==> src/rtl/sdram_word_bridge.sv <==
// Bridges 32-bit CPU word accesses onto a byte-wide SDRAM controller as up to four
// sequential little-endian byte transactions, with per-byte timeout and read reassembly.
module sdram_word_bridge #(
  parameter int ADDR_W  = 23,
  parameter int TIMEOUT = 64
) (
  input  logic              i_clk,
  input  logic              i_rst,
  input  logic              i_cpu_req,
  input  logic              i_cpu_we,
  input  logic [ADDR_W-1:0] i_cpu_addr,
  input  logic [31:0]       i_cpu_wdata,
  input  logic [3:0]        i_cpu_be,
  output logic [31:0]       o_cpu_rdata,
  output logic              o_cpu_done,
  output logic              o_cpu_err,
  output logic              o_cpu_busy,
  output logic              o_mem_request,
  output logic              o_mem_wren,
  output logic [ADDR_W-1:0] o_mem_address,
  output logic [7:0]        o_mem_data,
  input  logic [7:0]        i_mem_data,
  input  logic              i_mem_done
);

  localparam int CNT_W = $clog2(TIMEOUT);
  localparam logic [CNT_W-1:0] CNT_TOP = CNT_W'(TIMEOUT - 1);

  typedef enum logic [1:0] {S_IDLE, S_ISSUE, S_WAIT, S_DONE} state_t;

  state_t            state_q, state_nx;
  logic [1:0]        idx_q, idx_nx;
  logic [CNT_W-1:0]  tcnt_q;
  logic              err_q;
  logic              we_q;
  logic [ADDR_W-3:0] base_q;
  logic [31:0]       wdata_q;
  logic [3:0]        be_q;
  logic [23:0]       rbuf_q;
  logic [31:0]       rdata_q;
  logic              accept, issue, capture, expire, skip;
  logic              unused_addr_lo;

  // Word base is always 4-aligned; the low address bits carry no information.
  assign unused_addr_lo = ^i_cpu_addr[1:0];

  always_comb begin
    state_nx = state_q;
    idx_nx   = idx_q;
    accept   = 1'b0;
    issue    = 1'b0;
    capture  = 1'b0;
    expire   = 1'b0;
    skip     = we_q && !be_q[idx_q];
    case (state_q)
      S_IDLE: begin
        if (i_cpu_req) begin
          accept   = 1'b1;
          idx_nx   = 2'd0;
          state_nx = S_ISSUE;
        end
      end
      S_ISSUE: begin
        if (skip) begin
          if (idx_q == 2'd3) state_nx = S_DONE;
          else begin
            idx_nx   = idx_q + 2'd1;
            state_nx = S_ISSUE;
          end
        end else begin
          issue    = 1'b1;
          state_nx = S_WAIT;
        end
      end
      S_WAIT: begin
        if (i_mem_done) begin
          capture = 1'b1;
          if (idx_q == 2'd3) state_nx = S_DONE;
          else begin
            idx_nx   = idx_q + 2'd1;
            state_nx = S_ISSUE;
          end
        end else if (tcnt_q == CNT_TOP) begin
          expire   = 1'b1;
          state_nx = S_DONE;
        end
      end
      S_DONE: state_nx = S_IDLE;
      default: state_nx = S_IDLE;
    endcase
  end

  always_ff @(posedge i_clk) begin
    if (i_rst) begin
      state_q <= S_IDLE;
      idx_q   <= 2'd0;
      tcnt_q  <= '0;
      err_q   <= 1'b0;
      we_q    <= 1'b0;
      base_q  <= '0;
      wdata_q <= '0;
      be_q    <= '0;
      rbuf_q  <= '0;
      rdata_q <= '0;
    end else begin
      state_q <= state_nx;
      idx_q   <= idx_nx;
      if (accept) begin
        we_q    <= i_cpu_we;
        base_q  <= i_cpu_addr[ADDR_W-1:2];
        wdata_q <= i_cpu_wdata;
        be_q    <= i_cpu_be;
      end
      if (issue) tcnt_q <= '0;
      else if (state_q == S_WAIT && !i_mem_done) tcnt_q <= tcnt_q + 1'b1;
      if (expire) err_q <= 1'b1;
      else if (state_q == S_DONE) err_q <= 1'b0;
      // The last byte lands directly in the visible word so it is valid in the done cycle.
      if (capture && !we_q) begin
        case (idx_q)
          2'd0: rbuf_q[7:0]   <= i_mem_data;
          2'd1: rbuf_q[15:8]  <= i_mem_data;
          2'd2: rbuf_q[23:16] <= i_mem_data;
          default: rdata_q    <= {i_mem_data, rbuf_q};
        endcase
      end
    end
  end

  assign o_cpu_busy    = (state_q != S_IDLE);
  assign o_cpu_done    = (state_q == S_DONE);
  assign o_cpu_err     = (state_q == S_DONE) && err_q;
  assign o_cpu_rdata   = rdata_q;
  assign o_mem_request = issue;
  assign o_mem_wren    = we_q && (state_q == S_ISSUE || state_q == S_WAIT);
  assign o_mem_address = {base_q, idx_q};
  assign o_mem_data    = wdata_q[{idx_q, 3'b000} +: 8];

endmodule
==> config.mk <==
export PLATFORM = sky130hd
export DESIGN_NAME = sdram_word_bridge
export DESIGN_NICKNAME = d
export VERILOG_FILES = /design/src/rtl/sdram_word_bridge.sv
export SDC_FILE = /design/constraint.sdc
export NUM_CORES = 1
export LEC_CHECK = 0
export CAP_MARGIN = 10
export CORE_UTILIZATION = 47
export CTS_CLUSTER_DIAMETER = 50
export DETAILED_ROUTE_END_ITERATION = 16
export GPL_TIMING_DRIVEN = 0
export PLACE_DENSITY = 0.75
export RECOVER_POWER = 50
export SLEW_MARGIN = 40
export SYNTH_ARGS = -nofsm -noshare
export SYNTH_HDL_FRONTEND = slang
export SYNTH_SLANG_ARGS = --single-unit
export TNS_END_PERCENT = 10
==> constraint.sdc <==
create_clock -name i_clk -period 2.3 [get_ports i_clk]
set_input_delay 0.23 -clock i_clk [delete_from_list [all_inputs] [get_ports i_clk]]
set_output_delay 0.23 -clock i_clk [all_outputs]
set_load 0.02 [all_outputs]
# Word-level counts from Yosys, hierarchy flattened
# Index checks and enable logic that the tools add are counted.
# op_classes
n_addsub	2
n_lt_le_gt_ge	1
n_eq_ne	11
shifts	1
mux	24
bitwise_logic	1
reduce_logical	22
# ops
cell	count
$shiftx 32x6->8	1
$mux 2	9
$mux 1	12
$reduce_and 2->1	5
$eq 2x2->1 const B	4
$pmux 2 s4	1
$add 6x1->6 const B	1
$eq 6x6->1 const B	1
$ne 2x2->1 const B	3
$pmux 2 s3	1
$logic_and 1x1->1	5
$eq 2x1->1 const B	2
$logic_not 2->1	2
$reduce_and 4->1	1
$reduce_bool 2->1	2
$logic_not 1->1	3
$lt 2x3->1 const B	1
$ne 3x3->1 const B	1
$reduce_bool 3->1	1
$reduce_or 3->1	1
$add 2x1->2 const B	1
$bmux 1 s2	1
$reduce_or 2->1	1
$logic_or 1x1->1	1
$not 1->1	1
# totals
regBits	125
in_bits	72
elab_cells	74

# Depth between registers and ports, before layout
# logic_depth
ltp_word	7
depth_mapped	9
mapped_depth_nobuf	6

# Worst setup path after synthesis
# Ideal clock, no wire load.
# synth_path
path_kind	register to register
start	register idx_q[0]
end	register idx_q[0]
setup_time_ns	0.087
arrival_ns	1.819
required_time_ns	2.213
path_slack_ns	0.394
path_stages_with_launch	6
n_path_buf	1
period_less_slack_ns	1.906
path_cell_list	dfxtp_1 -> buf_6 -> mux2_4 -> o221a_4 -> or4_1 -> o31ai_1
# synth_via
elab_chain_len	6
elab_cells_between_ends	12
cone_classes	1 x add/sub; 2 x eq/ne; 6 x mux; 3 x reduce/logical
# synth_rtl
element	line	text
start: declaration	32	logic [1:0] idx_q, idx_nx;
start signal: assignment	107	idx_q <= idx_nx;
$bmux 1 s2	54	skip = we_q && !be_q[idx_q];
$mux 1 (not written as such)	54	
$logic_not 1->1	54	
$logic_and 1x1->1	54	
$ne 2x2->1 (no source line)	-	
$reduce_and 4->1 (no source line)	-	
# Parallel ways exist; a longest one is shown, timed or not. The select of a mux whose other input is x is not followed.
# A chain may end at the register's enable or synchronous reset.

# Worst setup path in the final report
# layout_path
start	register idx_q[0]
end	output port o_mem_data[2]
# layout_via
elab_chain_len	1
# layout_rtl
element	line	text
$shiftx 32x6->8	137	assign o_mem_data = wdata_q[{idx_q, 3'b000} +: 8];
end: declaration	21	output logic [7:0] o_mem_data,
# No other way between the ends.

==> impl_metrics.py <==
metrics = {
    "sta": {
        "fin_crit_sh_pct": 97.9,
        "hold_viol_final": 0,
        "setup_viol": 0,
        "fin_skew_ns": 0.00652,
        "timing.fmax_mhz": 444,
        "finalHoldWorstSlack_ns": 0.254,
        "tightestPinTransition_ns": 0.646,
        "maxSlewViolCount": 0,
        "timing.max_slew.rel_slack_pct": 56.9,
        "min_period_ns": 2.25,
        "totalNegativeSetupSlack_ns": 0,
        "unrepaired_setup_endpoints_after_global_routing": "yes",
    },
    "final_layout": {
        "insertedDiodeCount": 0,
        "syn2layout_area_growth_pct": 43.5,
        "final_std_cell_area_no_fill_sq_um": 6990,
        "post_route_cells_drive_above_1_share_pct": 5.48,
        "final-instance-count-excl-fill": 899,
        "nets": 835,
    },
    "detailed_routing": {
        "met2WireLength_mm": 6.27,
        "final_antenna_violating_net_count": 0,
        "routed_wl_mm": 12.8,
        "route.detailed.wl_per_inst_microns": 14.3,
        "dr_wl_met3_microns": 752,
        "met1_length_mm": 5.51,
        "route.detailed.vias_per_inst": 5.11,
        "detailroute.via_count": 4593,
        "drtPass1Iterations": 6,
        "detail_route.drc_violations": 0,
        "dr.first_iter.drc_count": 136,
        "top_signal_layer_used": "met4",
    },
    "worst_setup_path": {
        "endpoint_kind": "output pin",
        "rr_startpoint": "state_q[1]",
        "critPathRequiredTime_ns": 2.07,
        "timing.critical_path.fanout_max": 10,
        "cp_data_arrival_time_ns": 2.02,
        "critPathLaunchType": "flop",
        "critPathLaunch": "idx_q[0]",
        "worstRegToRegCells": 7,
        "timing_worst_setup_path_type": "reg -> out",
        "ff2ff_setup_slack_ns": 0.21,
        "cp-endpoint": "o_mem_data[2]",
        "worstReg2RegEnd": "base_q[5]",
    },
    "yosys": {
        "synthMostInstantiatedCell": "nand2_1",
        "synth_flop_cell": "dfxtp_1",
        "synth.cells.most_frequent": "nand2_1, dfxtp_1, a21oi_1",
        "postSynthAreaPerCell_sq_um": 8.16,
        "seq_area_frac_synth_pct": 51.4,
        "syn_inst": 597,
        "synth.cell_area_sq_um": 4870,
        "synth-edff-count": 0,
        "synth_top_area_cells": "dfxtp_1, nand2_1, a21oi_1",
        "synth_top_area_share_pct": 51.4,
        "yosys_warnings": 0,
        "ys_seq_elements": 125,
        "net_count_after_synthesis": 679,
        "synth_top_cell_by_area": "dfxtp_1",
        "ys_types": 36,
        "proportion_of_synthesized_flip_flops_having_asynchronous_set_or_reset_pct": 0,
    },
    "floorplan": {
        "die_h_microns": 104,
        "starting_density_pct": 49.2,
        "area_of_the_die_sq_um": 10800,
        "floorplan.rows": 36,
        "fp.coreArea_sq_um": 9910,
        "chipWidth_microns": 104,
        "num_io_pins": 140,
    },
    "clock_network": {
        "cts-htree-levels": 4,
        "clockRootBuffer": "clkbuf_8",
        "cts_inserted_buffers": 17,
        "clock_tree_from_tritoncts": "done",
        "clkSlewWorstSetupHoldPaths_ns": 0.06,
        "worst_skew_pair.late_latency_ns": 0.52,
        "clock_sink_count": 125,
        "ctsLongestPathBuffers": 2,
        "hold_buffers": 0,
    },
    "place": {
        "detailedPlacementHpwl_mm": 9.30,
        "place.detailed.instances": 867,
        "place.gp.congestion": 0.839,
        "portBuffers": 137,
        "post_dp_cell_area_sq_um": 6410,
    },
    "power_and_ir_drop": {
        "seqPwrFrac_pct": 40.2,
        "cellLeakagePower_nw": 2.74,
        "totalPowerFinal_w": 0.00583,
        "max_vdd_drop_uv": 439,
        "intPower_w": 0.00434,
        "p_comb_share_pct": 14.9,
        "clock_power_share_pct": 44.9,
        "power.switching_fraction_pct": 25.6,
        "power_switching_w": 0.00149,
        "power-per-cell-area_nw_per_um2": 835,
    },
    "global_route": {
        "antenna_found_initial": 0,
        "first_global_vias": 4555,
        "grt_start_max_net_pins": 17,
        "grt_pass1_wl_mm": 21.2,
        "overall_track_demand_over_capacity_in_global_routing_pct": 24.7,
        "globalRoute.totalOverflow": 0,
    },
    "flow_run": {
        "max_cap_viol": 0,
    },
    "min_path": {
        "hp-start": "i_cpu_be[3]",
        "worstHoldPathType": "in -> reg",
    },
    "run_status": {
        "result_of_the_run": "finished, final reports clean",
    },
}
## worst max-delay path, stage by stage, from the launching register on
cell             delay, ns
dfxtp_2               0.40
buf_8                 0.17
mux4_1                0.61
clkdlybuf4s15_1       0.32
## layout by cell type (no fill, tap or decap), types with 2 or more instances in the layout
master / Yosys / final
nand2_1: 238 / 238
dfxtp_1: 125 / 124
a21oi_1: 116 / 116
clkdlybuf4s50_1: 0 / 73
dlygate4sd3_1: 0 / 54
clkbuf_1: 31 / 34
clkbuf_16: 0 / 16
nor2_1: 10 / 10
ha_1: 10 / 10
mux4_1: 8 / 8
inv_1: 6 / 6
and2_1: 7 / 6
dlygate4sd2_1: 0 / 6
buf_2: 5 / 5
xor2_1: 4 / 4
clkinv_2: 0 / 4
clkdlybuf4s15_1: 0 / 4
nor2b_1: 3 / 3
o21ai_0: 3 / 3
buf_1: 4 / 3
bufinv_16: 0 / 3
mux2_2: 2 / 2
nand2b_1: 2 / 2
and3b_1: 2 / 2
nand4_1: 2 / 2
or4_1: 2 / 2
clkbuf_8: 0 / 2
clkinv_4: 0 / 2
clkinvlp_4: 0 / 2
## power groups by stage
stage | Clock (W) | Combinational (W) | Sequential [W]
global placement | 0 | 0.000873 | 0.00238
global route | 0.00276 | 0.000953 | 0.00235
detailed placement | 0 | 0.000889 | 0.00239
CTS | 0.00265 | 0.000878 | 0.00234
finish | 0.00262 | 0.000871 | 0.00234
floorplan | 0 | 0.000457 | 0.00242
## kinds of logic after synthesis
group	share of synthesized area [%]
and+or+nand+nor	22.0
AOI/OAI and AO/OA	13.9
buffers and inverters	3.90
adders and majority gates	2.57
xor gates and xnor gates	0.899
muxes	5.29
DFF	51.4
## metrics by stage
stage / worst slack (ns) / util, %
finish: 0.0488 / 70.5
CTS: 0.00405 / 70.4
global route: -0.00159 / 70.5
detailed placement: 0.212 / 64.7
floorplan: 0.394 / -
global placement: 0.281 / 64.7
## worst min-delay path by stage
stage,cells past startpoint,endpoint,slack (ns)
2_1_floorplan,2,wdata_q[0],0.37
3_3_place_gp,2,wdata_q[2],0.44
3_5_place_dp,2,wdata_q[11],0.44
4_1_cts,3,base_q[7],0.24
5_1_grt,3,base_q[13],0.26
6_report,3,be_q[3],0.25
## metal layers
layer | global-route usage [%] | vias to the layer above
met5 | 0 | -
met4 | 11.1 | 0
met3 | 6.10 | 30
met2 | 42.0 | 162
met1 | 29.4 | 2118
li1 | - | 2283
## layout make-up
cell class / instances / area [sq um]
Inverter: 6 / 22.5
Sequential cell: 125 / 2500
Tap cell: 133 / 166
Clock buffer: 21 / 439
Multi-Input combinational cell: 425 / 2180
Fill cell: 834 / 2920
Clock inverter: 11 / 143
Buffer: 41 / 173
Timing Repair Buffer: 137 / 1360
## state kept, by name, indices dropped and copies added (netlist names)
| register | flops |
|---|---|
| o_cpu_rdata | 32 |
| rbuf_q | 24 |
| wdata_q | 32 |
| state_q | 2 |
| idx_q | 2 |
| we_q | 1 |
| be_q | 4 |
| base_q | 21 |
| tcnt_q | 6 |
| err_q | 1 |
## timing repair
action,CTS,global route
endpoints found under the setup margin,10,15
hold endpoints to repair,0,0
buffers inserted,0,0
gates resized for setup,11,7
No activity file was read; power rests on OpenSTA's default activity.
